[config.mk]
export PLATFORM = sky130hd
export DESIGN_NAME = pc_sequencer
export DESIGN_NICKNAME = d
export VERILOG_FILES = /design/src/rtl/pc_sequencer.sv
export SDC_FILE = /design/constraint.sdc
export NUM_CORES = 1
export LEC_CHECK = 0
export ABC_CLOCK_PERIOD_IN_PS = 5300
export CAP_MARGIN = 25
export CELL_PAD_IN_SITES_DETAIL_PLACEMENT = 1
export CELL_PAD_IN_SITES_GLOBAL_PLACEMENT = 2
export CORE_MARGIN = 8
export CORE_UTILIZATION = 27
export DETAILED_ROUTE_END_ITERATION = 16
export PLACE_DENSITY_LB_ADDON = 0.1
export SYNTH_ARGS = -nofsm -noshare
export SYNTH_HDL_FRONTEND = slang
export SYNTH_SLANG_ARGS = --single-unit
[constraint.sdc]
create_clock -name clk -period 5.3 [get_ports clk]
set_input_delay 0.53 -clock clk [delete_from_list [all_inputs] [get_ports clk]]
set_output_delay 0.53 -clock clk [all_outputs]
set_load 0.005 [all_outputs]
[src/rtl/pc_sequencer.sv]
// Fetch/issue sequencer for the 8-bit program counter: fetches one- or two-byte
// instructions over req/ack, hands them to decode over valid/ready, then advances or loads the PC.
module pc_sequencer #(
   parameter int unsigned ACK_TIMEOUT = 16
) (
   input  logic       clk,
   input  logic       reset,
   input  logic       start,
   input  logic       halt_req,
   input  logic [7:0] pc_value,
   output logic       pc_en,
   output logic       pc_write,
   output logic [7:0] pc_write_value,
   output logic       pc_increment,
   output logic       pc_inc_mode,
   output logic       pc_reset,
   output logic       mem_req,
   output logic [7:0] mem_addr,
   input  logic       mem_ack,
   input  logic [7:0] mem_rdata,
   output logic       instr_valid,
   output logic [7:0] instr_op,
   output logic [7:0] instr_imm,
   input  logic       instr_ready,
   input  logic       branch_taken,
   input  logic [7:0] branch_target,
   output logic       halted,
   output logic       err
);

   typedef enum logic [2:0] {
      S_IDLE,
      S_FETCH_OP,
      S_FETCH_IMM,
      S_ISSUE,
      S_HALTED,
      S_ERROR
   } state_t;

   // Counter value seen in the last request cycle that may still accept mem_ack.
   localparam logic [7:0] LAST_WAIT = 8'(ACK_TIMEOUT - 1);

   state_t     state_q, state_d;
   logic [7:0] instr_op_q, instr_op_d;
   logic [7:0] instr_imm_q, instr_imm_d;
   logic [7:0] wait_cnt_q, wait_cnt_d;
   logic       halt_pend_q, halt_pend_d;

   always_ff @(posedge clk or negedge reset) begin
      if (!reset) begin
         state_q     <= S_IDLE;
         instr_op_q  <= 8'h00;
         instr_imm_q <= 8'h00;
         wait_cnt_q  <= 8'h00;
         halt_pend_q <= 1'b0;
      end else begin
         state_q     <= state_d;
         instr_op_q  <= instr_op_d;
         instr_imm_q <= instr_imm_d;
         wait_cnt_q  <= wait_cnt_d;
         halt_pend_q <= halt_pend_d;
      end
   end

   always_comb begin
      state_d     = state_q;
      instr_op_d  = instr_op_q;
      instr_imm_d = instr_imm_q;
      wait_cnt_d  = wait_cnt_q;
      halt_pend_d = halt_pend_q;
      unique case (state_q)
         S_IDLE: begin
            if (start) begin
               state_d    = S_FETCH_OP;
               wait_cnt_d = 8'h00;
            end
         end
         S_FETCH_OP: begin
            if (halt_req) halt_pend_d = 1'b1;
            if (mem_ack) begin
               instr_op_d = mem_rdata;
               wait_cnt_d = 8'h00;
               if (mem_rdata[7]) begin
                  state_d = S_FETCH_IMM;
               end else begin
                  instr_imm_d = 8'h00;
                  state_d     = S_ISSUE;
               end
            end else if (wait_cnt_q == LAST_WAIT) begin
               state_d = S_ERROR;
            end else begin
               wait_cnt_d = wait_cnt_q + 8'd1;
            end
         end
         S_FETCH_IMM: begin
            if (halt_req) halt_pend_d = 1'b1;
            if (mem_ack) begin
               instr_imm_d = mem_rdata;
               wait_cnt_d  = 8'h00;
               state_d     = S_ISSUE;
            end else if (wait_cnt_q == LAST_WAIT) begin
               state_d = S_ERROR;
            end else begin
               wait_cnt_d = wait_cnt_q + 8'd1;
            end
         end
         S_ISSUE: begin
            if (instr_ready) begin
               if (halt_pend_q || halt_req) begin
                  state_d     = S_HALTED;
                  halt_pend_d = 1'b0;
               end else begin
                  state_d    = S_FETCH_OP;
                  wait_cnt_d = 8'h00;
               end
            end else if (halt_req) begin
               halt_pend_d = 1'b1;
            end
         end
         S_HALTED: begin
            if (start) begin
               state_d    = S_FETCH_OP;
               wait_cnt_d = 8'h00;
            end
         end
         S_ERROR: begin
            halt_pend_d = 1'b0;
         end
         default: begin
            state_d = S_IDLE;
         end
      endcase
   end

   // PC strobes in ISSUE follow the decode handshake combinationally so the
   // next FETCH_OP already sees the updated pc_value.
   always_comb begin
      pc_en          = 1'b0;
      pc_write       = 1'b0;
      pc_write_value = 8'h00;
      pc_increment   = 1'b0;
      pc_inc_mode    = 1'b0;
      pc_reset       = 1'b0;
      mem_req        = 1'b0;
      mem_addr       = 8'h00;
      instr_valid    = 1'b0;
      halted         = 1'b0;
      err            = 1'b0;
      unique case (state_q)
         S_IDLE: begin
            if (start && reset) begin
               pc_en    = 1'b1;
               pc_reset = 1'b1;
            end
         end
         S_FETCH_OP: begin
            mem_req  = 1'b1;
            mem_addr = pc_value;
         end
         S_FETCH_IMM: begin
            mem_req  = 1'b1;
            mem_addr = pc_value + 8'd1;
         end
         S_ISSUE: begin
            instr_valid = 1'b1;
            if (instr_ready) begin
               pc_en = 1'b1;
               if (branch_taken) begin
                  pc_write       = 1'b1;
                  pc_write_value = branch_target;
               end else begin
                  pc_increment = 1'b1;
                  pc_inc_mode  = instr_op_q[7];
               end
            end
         end
         S_HALTED: halted = 1'b1;
         S_ERROR:  err    = 1'b1;
         default: begin
            err = 1'b0;
         end
      endcase
   end

   assign instr_op  = (state_q == S_ERROR) ? 8'h00 : instr_op_q;
   assign instr_imm = (state_q == S_ERROR) ? 8'h00 : instr_imm_q;

endmodule

==> key figures, run 1 <==
Outcome
  • Status: finished clean

Routing
  • DR pass1 iterations: 4
  • DR vias/cell: 5.19
  • ANT nets after route: 0
  • Via count: 1812
  • Iter 0 DRT Violations: 67
  • Overall routed net length: 6000 µm
  • DR DRC count: 0
  • DR WL/cell: 17.2 µm

Logic synthesis
  • Mapped Nets: 239
  • Synth area leaders: dfrtp_1, and2_1, o21ai_0, mux2_2, a22o_1
  • Distinct cell type count after synthesis: 48
  • Post-synthesis sequential area ratio: 0.381
  • Synthesis Warnings: 0
  • Leading area contributor after synthesis: dfrtp_1
  • Post-synthesis cell count: 206
  • Avg Inst Size Synth: 8.92 µm²
  • Yosys top cell area share: 0.381
  • Post-Syn Area: 1840 µm²
  • Seq cells post-synth: 28

Global route
  • First-pass GRT wire length: 9870 µm
  • Initial antenna violation count: 0
  • GRT overflow: 0
  • Largest net degree at the start of global routing: 30
  • Vias in the first global route: 1864
  • Global-route usage over all layers: 0.123

Layout
  • Ratio of cells with drive above 1 in the final layout: 0.0855
  • Non-Filler Instances: 349
  • Most common cell after layout, fill and taps aside: clkdlybuf4s50_1
  • P&R area growth vs syn: 45.7%
  • Final Cell Area: 2680 µm²
  • Nets: 303
  • Final Core Density: 0.401
  • N_diodes: 0
  • Most frequent cells in the layout: clkdlybuf4s50_1, and2_1, dfrtp_1

Clocking
  • Hold Buf Count CTS: 0
  • Clock Sinks: 28
  • CTS resizes: 0
  • CTS Buf Count: 3
  • Root buf cell: clkbuf_8
  • CTS Buffer Depth: 2
  • TritonCTS clock tree: built
  • CTS HTree Levels: 1
  • CTS clock-pin slew for the worst setup and hold paths: 0.10 ns
  • Clk_lat worst skew: 0.28 ns
  • Postcts setup bufs: 0

Worst hold path
  • Hold WC Path Type: flip-flop to flip-flop

Place
  • Number of cells after detailed placement: 345
  • DP Area: 2610 µm²
  • DP HPWL: 4530 µm
  • Final Wtd Congestion: 0.695
  • Port bufs: 71

Critical path
  • Reg2Reg Setup Slack: 3.02 ns
  • Critical path capture point type: primary output
  • Startpoint Class: flip-flop
  • Worst endpoint required time: 4.77 ns
  • Critical Path Fanout Max: 19
  • Crit Path Category: flip-flop to primary output
  • CP arrival: 2.64 ns

Pwr
  • Power Density: 461 nW/µm²
  • Static Leak: 1.08 nW
  • Peak VDD IR: 0.184 mV

Floorplan
  • Die area: 9700 µm²
  • Site Rows: 30
  • Boundary Pins: 72
  • Core box area: 6680 µm²
  • Die W: 98.5 µm
  • Vert. Die Dim: 98.5 µm
  • Initial Util: 0.275

STA
  • Tmin final: 3.17 ns
  • Fin crit share: 0.598
  • Clk_skew: 0.00184 ns
  • Slew headroom: 0.540
  • Setup TNS: 0 ns
  • Final Max Tran Viols: 0
  • Worst-margin pin slew: 0.689 ns
  • RSZ-0062 raised after global routing: false
  • Hold Vio Cnt, Final: 0
  • FMAX: 315 MHz
  • Hold_ws: 0.493 ns
  • Count of final setup violators: 0

Run
  • Max-Cap Viols: 0
Yosys cell counts, drive strengths merged:
cell type	n
and2	28
dfrtp	28
o21ai	20
nor2	15
nand2	12
a22o	8
clkbuf	8
mux2	8
o31ai	7
and3	6
buf	6
a21oi	4
inv	4
nand3	4
nand4	4
nor3b	4
a311oi	3
nand2b	3
nor2b	3
nor3	3
a31oi	2
ha	2
o221ai	2
o22ai	2
o31a	2
or2	2
a211o	1
a211oi	1
a21o	1
a221oi	1
a2bb2oi	1
a32o	1
and3b	1
nand4b	1
nor4bb	1
o21a	1
o21bai	1
o22a	1
or3b	1
or4	1
xnor2	1
xor2	1
routing by layer:
metal  global-route usage  share of wire  vias to the layer above
met4              0.00708         0.0023                        0
met5                    0              0                        -
met2                0.196           0.43                       54
met1                0.168           0.51                      882
met3               0.0366          0.059                        2
li1                     -              -                      874
sequential cells by signal (all words and copies together), names as in the netlist:
signal       flops
instr_op_q       8
instr_imm_q      8
state_q          3
halt_pend_q      1
wait_cnt_q       8
report_power, final:
| part | internal, mW | total (mW) | switching (mW) |
|---|---|---|---|
| Sequential | 0.289 | 0.373 | 0.0836 |
| Clock | 0.101 | 0.172 | 0.0709 |
| Combinational | 0.390 | 0.689 | 0.299 |
path summary, 6_finish.rpt:
path / from / endpoint / depth (start not counted)
max: state_q[1] / pc_write_value[1] / 4
min: instr_imm_q[7] / instr_imm_q[7] / 1
max reg2reg: state_q[1] / wait_cnt_q[6] / 4
min reg2reg: instr_imm_q[7] / instr_imm_q[7] / 1
max in group asynchronous: reset / wait_cnt_q[5] / 2
min in group asynchronous: reset / instr_op_q[4] / 2
logic make-up (layout without fill, tap and decap cells):
group | Yosys count | count (layout) | share of synthesized area
AND/OR/NAND/NOR | 89 | 89 | 0.278
AO/OA/AOI/OAI | 59 | 59 | 0.229
flip-flops | 28 | 28 | 0.381
buffers and inverters | 18 | 81 | 0.0395
multiplexers | 8 | 8 | 0.0490
adder cells (fa/ha/maj) | 2 | 2 | 0.0136
XOR/XNOR | 2 | 2 | 0.00954
critical path: stages, from the launching register on:
cell	delay, ns
dfrtp_1	0.72
and3b_1	0.61
and3_1	0.36
and2_1	0.16
clkdlybuf4s50_1	0.51
through the flow:
stage	worst slack (ns)	total power [mW]
after CTS	2.13	1.26
after floorplan	3.18	0.733
final	2.13	1.23
after global placement	2.46	1.07
after detailed placement	2.43	1.08
after global routing	1.97	1.34
cell type report:
class | instances | area, µm²
fill | 791 | 4010
timing repair buffer | 73 | 726
clock inverter | 1 | 30.0
tap | 80 | 100
multi-input combinational | 160 | 1060
sequential | 28 | 701
clock buffer | 3 | 41.3
inverter | 4 | 15.0
Power figures use the tool's default switching activity.
==> inputs of run 2 (changes only) <==
--- a/config.mk
+++ b/config.mk
@@ -5,12 +5,12 @@
 export SDC_FILE = /design/constraint.sdc
 export NUM_CORES = 1
 export LEC_CHECK = 0
-export ABC_CLOCK_PERIOD_IN_PS = 5300
+export ABC_CLOCK_PERIOD_IN_PS = 2870
 export CAP_MARGIN = 25
 export CELL_PAD_IN_SITES_DETAIL_PLACEMENT = 1
 export CELL_PAD_IN_SITES_GLOBAL_PLACEMENT = 2
 export CORE_MARGIN = 8
-export CORE_UTILIZATION = 27
+export CORE_UTILIZATION = 22
 export DETAILED_ROUTE_END_ITERATION = 16
 export PLACE_DENSITY_LB_ADDON = 0.1
 export SYNTH_ARGS = -nofsm -noshare
==> constraint.sdc (replaced) <==
create_clock -name clk -period 2.87 [get_ports clk]
set_input_delay 0.287 -clock clk [delete_from_list [all_inputs] [get_ports clk]]
set_output_delay 0.287 -clock clk [all_outputs]
set_load 0.005 [all_outputs]
==> run 2 against run 1 <==
Sequential cell count unchanged; non-clock buffer count up 7; first-iteration DRC count down 30%; die area up 19%; cell count up 9.2%; highest routed layer unchanged.
==> key figures, run 2 (synthesis gave the netlist of run 1 again) <==
Place
  • DP HPWL: 5000 µm
  • Port bufs: 71
  • Final Wtd Congestion: 0.754
  • Post-Place Setup Slack: 0.503 ns

Global route
  • Global-route usage over all layers: 0.110
  • GRT Max-Usage Layer: met2
  • Largest net degree at the start of global routing: 29
  • Met3 Resource Use GR: 0.0156
  • Vias in the first global route: 1904
  • Initial antenna violation count: 0
  • First-pass GRT wire length: 10200 µm
  • GR Util met2: 0.182
  • GRT overflow: 0
  • Met1 Use GR: 0.149

Floorplan
  • Die area: 11500 µm²
  • Site Rows: 33
  • Core box area: 8180 µm²
  • Die W: 107 µm
  • Vert. Die Dim: 107 µm
  • Boundary Pins: 72
  • Initial Util: 0.225

Critical path
  • Crit Path Category: flip-flop to primary output
  • Critical path capture point type: primary output
  • Worst endpoint required time: 2.58 ns
  • Startpoint Class: flip-flop
  • Critical Path Fanout Max: 18
  • CP arrival: 2.37 ns

Layout
  • P&R area growth vs syn: 50.3%
  • Final Core Density: 0.338
  • Ratio of cells with drive above 1 in the final layout: 0.109
  • N_diodes: 0
  • Most common cell after layout, fill and taps aside: clkdlybuf4s50_1
  • Most frequent cells in the layout: clkdlybuf4s50_1, and2_1, dfrtp_1
  • Nets: 310
  • Fillcell total: 970
  • Largest registers: instr_imm_q (8), instr_op_q (8), wait_cnt_q (8)

Clocking
  • CTS Buf Count: 3
  • Clk_lat worst skew: 0.28 ns
  • TritonCTS clock tree: built
  • Postcts setup bufs: 0
  • CTS clock-pin slew for the worst setup and hold paths: 0.11 ns
  • CTS resizes: 0
  • CTS Buffer Depth: 2
  • CTS HTree Levels: 1
  • Hold Buf Count CTS: 0
  • Root buf cell: clkbuf_8
  • Clock Sinks: 28

STA
  • Tmin final: 2.66 ns
  • Hold Vio Cnt, Final: 0
  • Fin crit share: 0.926
  • RSZ-0062 raised after global routing: false
  • FMAX: 376 MHz
  • Clk_skew: 0.00303 ns
  • Count of final setup violators: 0
  • Hold_ws: 0.463 ns
  • Final Max Tran Viols: 0
  • Setup TNS: 0 ns
  • Worst-margin pin slew: 0.513 ns
  • Worst Setup Slack, final: 0.213 ns
  • Slew headroom: 0.658

Pwr
  • Power Density: 854 nW/µm²
  • Static Leak: 1.11 nW
  • Design Power: 2.36 mW
  • Peak VDD IR: 0.307 mV

Routing
  • DR vias/cell: 4.79
  • Overall routed net length: 6450 µm
  • Iter 0 DRT Violations: 47
  • DR WL/cell: 16.9 µm
  • DR pass1 iterations: 4
  • DR DRC count: 0
  • Via count: 1824
  • ANT nets after route: 0

Outcome
  • Status: finished clean

Worst hold path
  • Hold WC Path Type: primary input to async pin

Run
  • Max-Cap Viols: 0
-- run 2: worst paths after layout --
check | startpoint | end | slack [ns] | cells past startpoint
setup / recovery | state_q[0] | mem_addr[5] | 0.21 | 5
hold / removal | reset | state_q[2] | 0.46 | 2
max in group asynchronous | reset | instr_imm_q[2] | 2.13 | 2
hold reg to reg | instr_op_q[1] | instr_op_q[1] | 0.51 | 1
min in group clk | instr_op_q[1] | instr_op_q[1] | 0.51 | 1
setup reg to reg | state_q[2] | wait_cnt_q[6] | 0.77 | 5
-- run 2: worst max-delay path, stage by stage (launching register included) --
cell and delay (ns):
dfrtp_1 0.58, or3b_2 0.64, a31oi_1 0.17, o21ai_0 0.08, o21ai_0 0.08, clkdlybuf4s50_1 0.53
-- run 2: per-layer routing --
metal | wire, µm | share of wire | vias to the layer above
li1 | - | - | 885
met1 | 3190 | 0.49 | 879
met2 | 2890 | 0.45 | 58
met3 | 345 | 0.053 | 2
met4 | 27 | 0.0042 | 0
met5 | 0 | 0 | -
-- run 2: per-stage QoR --
stage,area [µm²],std cells
2_1_floorplan,1840,206
4_1_cts,2760,381
5_1_grt,2760,381
6_report,2760,381
3_3_place_gp,2690,377
3_5_place_dp,2690,377
-- run 2: area by class of cell --
| cell class | instances | area [µm²] | area share |
|---|---|---|---|
| clock buffer | 3 | 41.3 | 0.0150 |
| tap | 105 | 131 | 0.0476 |
| multi-input combinational | 160 | 1060 | 0.385 |
| inverter | 4 | 15.0 | 0.00544 |
| sequential | 28 | 701 | 0.254 |
| clock inverter | 1 | 30.0 | 0.0109 |
| timing repair buffer | 80 | 778 | 0.282 |
-- run 2: report_power, final --
group / leakage, nW / switching [mW] / internal [mW]
logic: 0.720 / 0.592 / 0.779
registers: 0.356 / 0.129 / 0.534
clock network: 0.0357 / 0.136 / 0.187
==> inputs of run 3 (changes only) <==
--- a/config.mk
+++ b/config.mk
@@ -5,12 +5,12 @@
 export SDC_FILE = /design/constraint.sdc
 export NUM_CORES = 1
 export LEC_CHECK = 0
-export ABC_CLOCK_PERIOD_IN_PS = 2870
+export ABC_CLOCK_PERIOD_IN_PS = 2800
 export CAP_MARGIN = 25
 export CELL_PAD_IN_SITES_DETAIL_PLACEMENT = 1
 export CELL_PAD_IN_SITES_GLOBAL_PLACEMENT = 2
 export CORE_MARGIN = 8
-export CORE_UTILIZATION = 22
+export CORE_UTILIZATION = 25
 export DETAILED_ROUTE_END_ITERATION = 16
 export PLACE_DENSITY_LB_ADDON = 0.1
 export SYNTH_ARGS = -nofsm -noshare
==> constraint.sdc (replaced) <==
create_clock -name clk -period 2.8 [get_ports clk]
set_input_delay 0.28 -clock clk [delete_from_list [all_inputs] [get_ports clk]]
set_output_delay 0.28 -clock clk [all_outputs]
set_load 0.005 [all_outputs]
==> run 3 against run 2 <==
Sequential share of layout area increased by 0.14 points; combinational power is essentially flat; non-clock buffer count shrank 1.
==> key figures, run 3 (synthesis gave the netlist of run 1 again) <==
Outcome
  • Status: finished clean

Critical path
  • Buf/Inv on CP: 2
  • R2r startpoint: state_q[0]
  • Critical path capture point type: primary output
  • Top Family by Delay on Critical Path: buffers and inverters
  • Crit Path Category: flip-flop to primary output
  • Max stage delay on crit path: 0.60 ns
  • Worst path cell trace: buf_4, and3b_1, and3_1, and2_1, clkdlybuf4s50_1
  • Register-to-Register Path Depth: 5
  • Reg2reg end: wait_cnt_q[3]
  • Reg2Reg Setup Slack: 0.66 ns
  • Slowest CP cell: dfrtp_1
  • Startpoint Class: flip-flop
  • Worst endpoint required time: 2.52 ns
  • Critical Path Fanout Max: 13
  • CP arrival: 2.36 ns

Place
  • Post-Place Setup Slack: 0.395 ns
  • Final Wtd Congestion: 0.795
  • Port bufs: 71
  • DP HPWL: 4820 µm

STA
  • Tmin final: 2.64 ns
  • Fin crit share: 0.944
  • Worst-margin pin slew: 0.512 ns
  • Worst Setup Slack, final: 0.157 ns
  • Count of final setup violators: 0
  • RSZ-0062 raised after global routing: false
  • Clk_skew: 0.00896 ns
  • Setup TNS: 0 ns
  • Hold Vio Cnt, Final: 0
  • FMAX: 378 MHz
  • Final Max Tran Viols: 0
  • Slew headroom: 0.659

Layout
  • Most common cell after layout, fill and taps aside: clkdlybuf4s50_1
  • N_diodes: 0
  • Most frequent cells in the layout: clkdlybuf4s50_1, and2_1, dfrtp_1
  • Nets: 309
  • Ratio of cells with drive above 1 in the final layout: 0.105
  • Largest registers: instr_imm_q (8), instr_op_q (8), wait_cnt_q (8)
  • P&R area growth vs syn: 49.5%

Routing
  • Iter 0 DRT Violations: 62
  • ANT nets after route: 0
  • DR DRC count: 0
  • DR WL/cell: 16.8 µm
  • Via count: 1815
  • Overall routed net length: 6270 µm
  • DR pass1 iterations: 4
  • DR vias/cell: 4.85

Global route
  • Initial antenna violation count: 0
  • GRT overflow: 0
  • Vias in the first global route: 1818
  • Global-route usage over all layers: 0.124
  • First-pass GRT wire length: 10000 µm
  • Largest net degree at the start of global routing: 29

Run
  • Max-Cap Viols: 0

Clocking
  • Root buf cell: clkbuf_8
  • Clock Sinks: 28
  • CTS resizes: 0
  • Clk_lat worst skew: 0.29 ns
  • CTS Buf Count: 3
  • CTS clock-pin slew for the worst setup and hold paths: 0.11 ns
  • Postcts setup bufs: 0
  • Hold Buf Count CTS: 0
  • CTS Buffer Depth: 2
  • CTS HTree Levels: 1
  • TritonCTS clock tree: built

Pwr
  • Net Sw Frac: 0.365
  • Static Leak: 1.11 nW
  • Peak VDD IR: 0.263 mV
  • Comb pwr share: 0.584
  • Internal power: 1.53 mW
  • Clock network power share: 0.141
  • Sequential fraction of design power: 0.275
  • Net Sw Power: 0.875 mW
  • Power Density: 875 nW/µm²

Worst hold path
  • Hold WC Path Type: primary input to async pin

Floorplan
  • Core box area: 7180 µm²
  • Die W: 102 µm
  • Site Rows: 31
  • Initial Util: 0.256
  • Vert. Die Dim: 102 µm
  • Boundary Pins: 72
  • Die area: 10300 µm²
## run 3: how the worst max path moves through the flow
stage                           start  slack, ns                 to  depth (start not counted)
after CTS                  state_q[0]       0.14  pc_write_value[3]                          5
after detailed placement  instr_ready       0.39      wait_cnt_q[6]                          5
after global placement    instr_ready       0.46      wait_cnt_q[3]                          5
after global routing       state_q[0]       0.01  pc_write_value[5]                          5
after floorplan            state_q[0]       0.93        mem_addr[5]                          7
final                      state_q[0]       0.16  pc_write_value[2]                          5
## run 3: final cells by class
cell class | count | area (µm²)
Sequential cell | 28 | 701
Clock inverter | 1 | 30.0
Tap cell | 99 | 124
Clock buffer | 3 | 41.3
Inverter | 4 | 15.0
Multi-Input combinational cell | 160 | 1060
Timing Repair Buffer | 79 | 771
Fill cell | 843 | 4430
## run 3: power groups by stage
stage	sequential, mW	combinational (mW)	clock [mW]
6_report	0.661	1.40	0.338
3_3_place_gp	0.662	1.42	0
4_1_cts	0.660	1.43	0.355
5_1_grt	0.684	1.54	0.373
2_1_floorplan	0.609	0.778	0
3_5_place_dp	0.669	1.43	0
## run 3: worst register-to-register path: stages, from the launching register on
cell and delay, ns:
dfrtp_1 0.54, buf_4 0.23, and3b_1 0.21, buf_4 0.18, or4_1 0.66, o31ai_2 0.25
## run 3: per-layer routing
layer / GRT usage / vias up / share of wire
met5: 0 / - / 0
met4: 0.0298 / 0 / 0.0081
met3: 0.0289 / 6 / 0.056
met2: 0.203 / 40 / 0.46
met1: 0.160 / 882 / 0.48
li1: - / 887 / -
## run 3: through the flow
step	std cells	util	power [mW]	cell area (µm²)	hold WS (ns)
floorplan	206	-	1.39	1840	-0.0156
finish	374	0.383	2.40	2750	0.444
global placement	370	0.373	2.09	2670	0.467
CTS	374	0.383	2.45	2750	0.461
detailed placement	370	0.373	2.10	2670	0.482
global route	374	0.383	2.60	2750	0.475
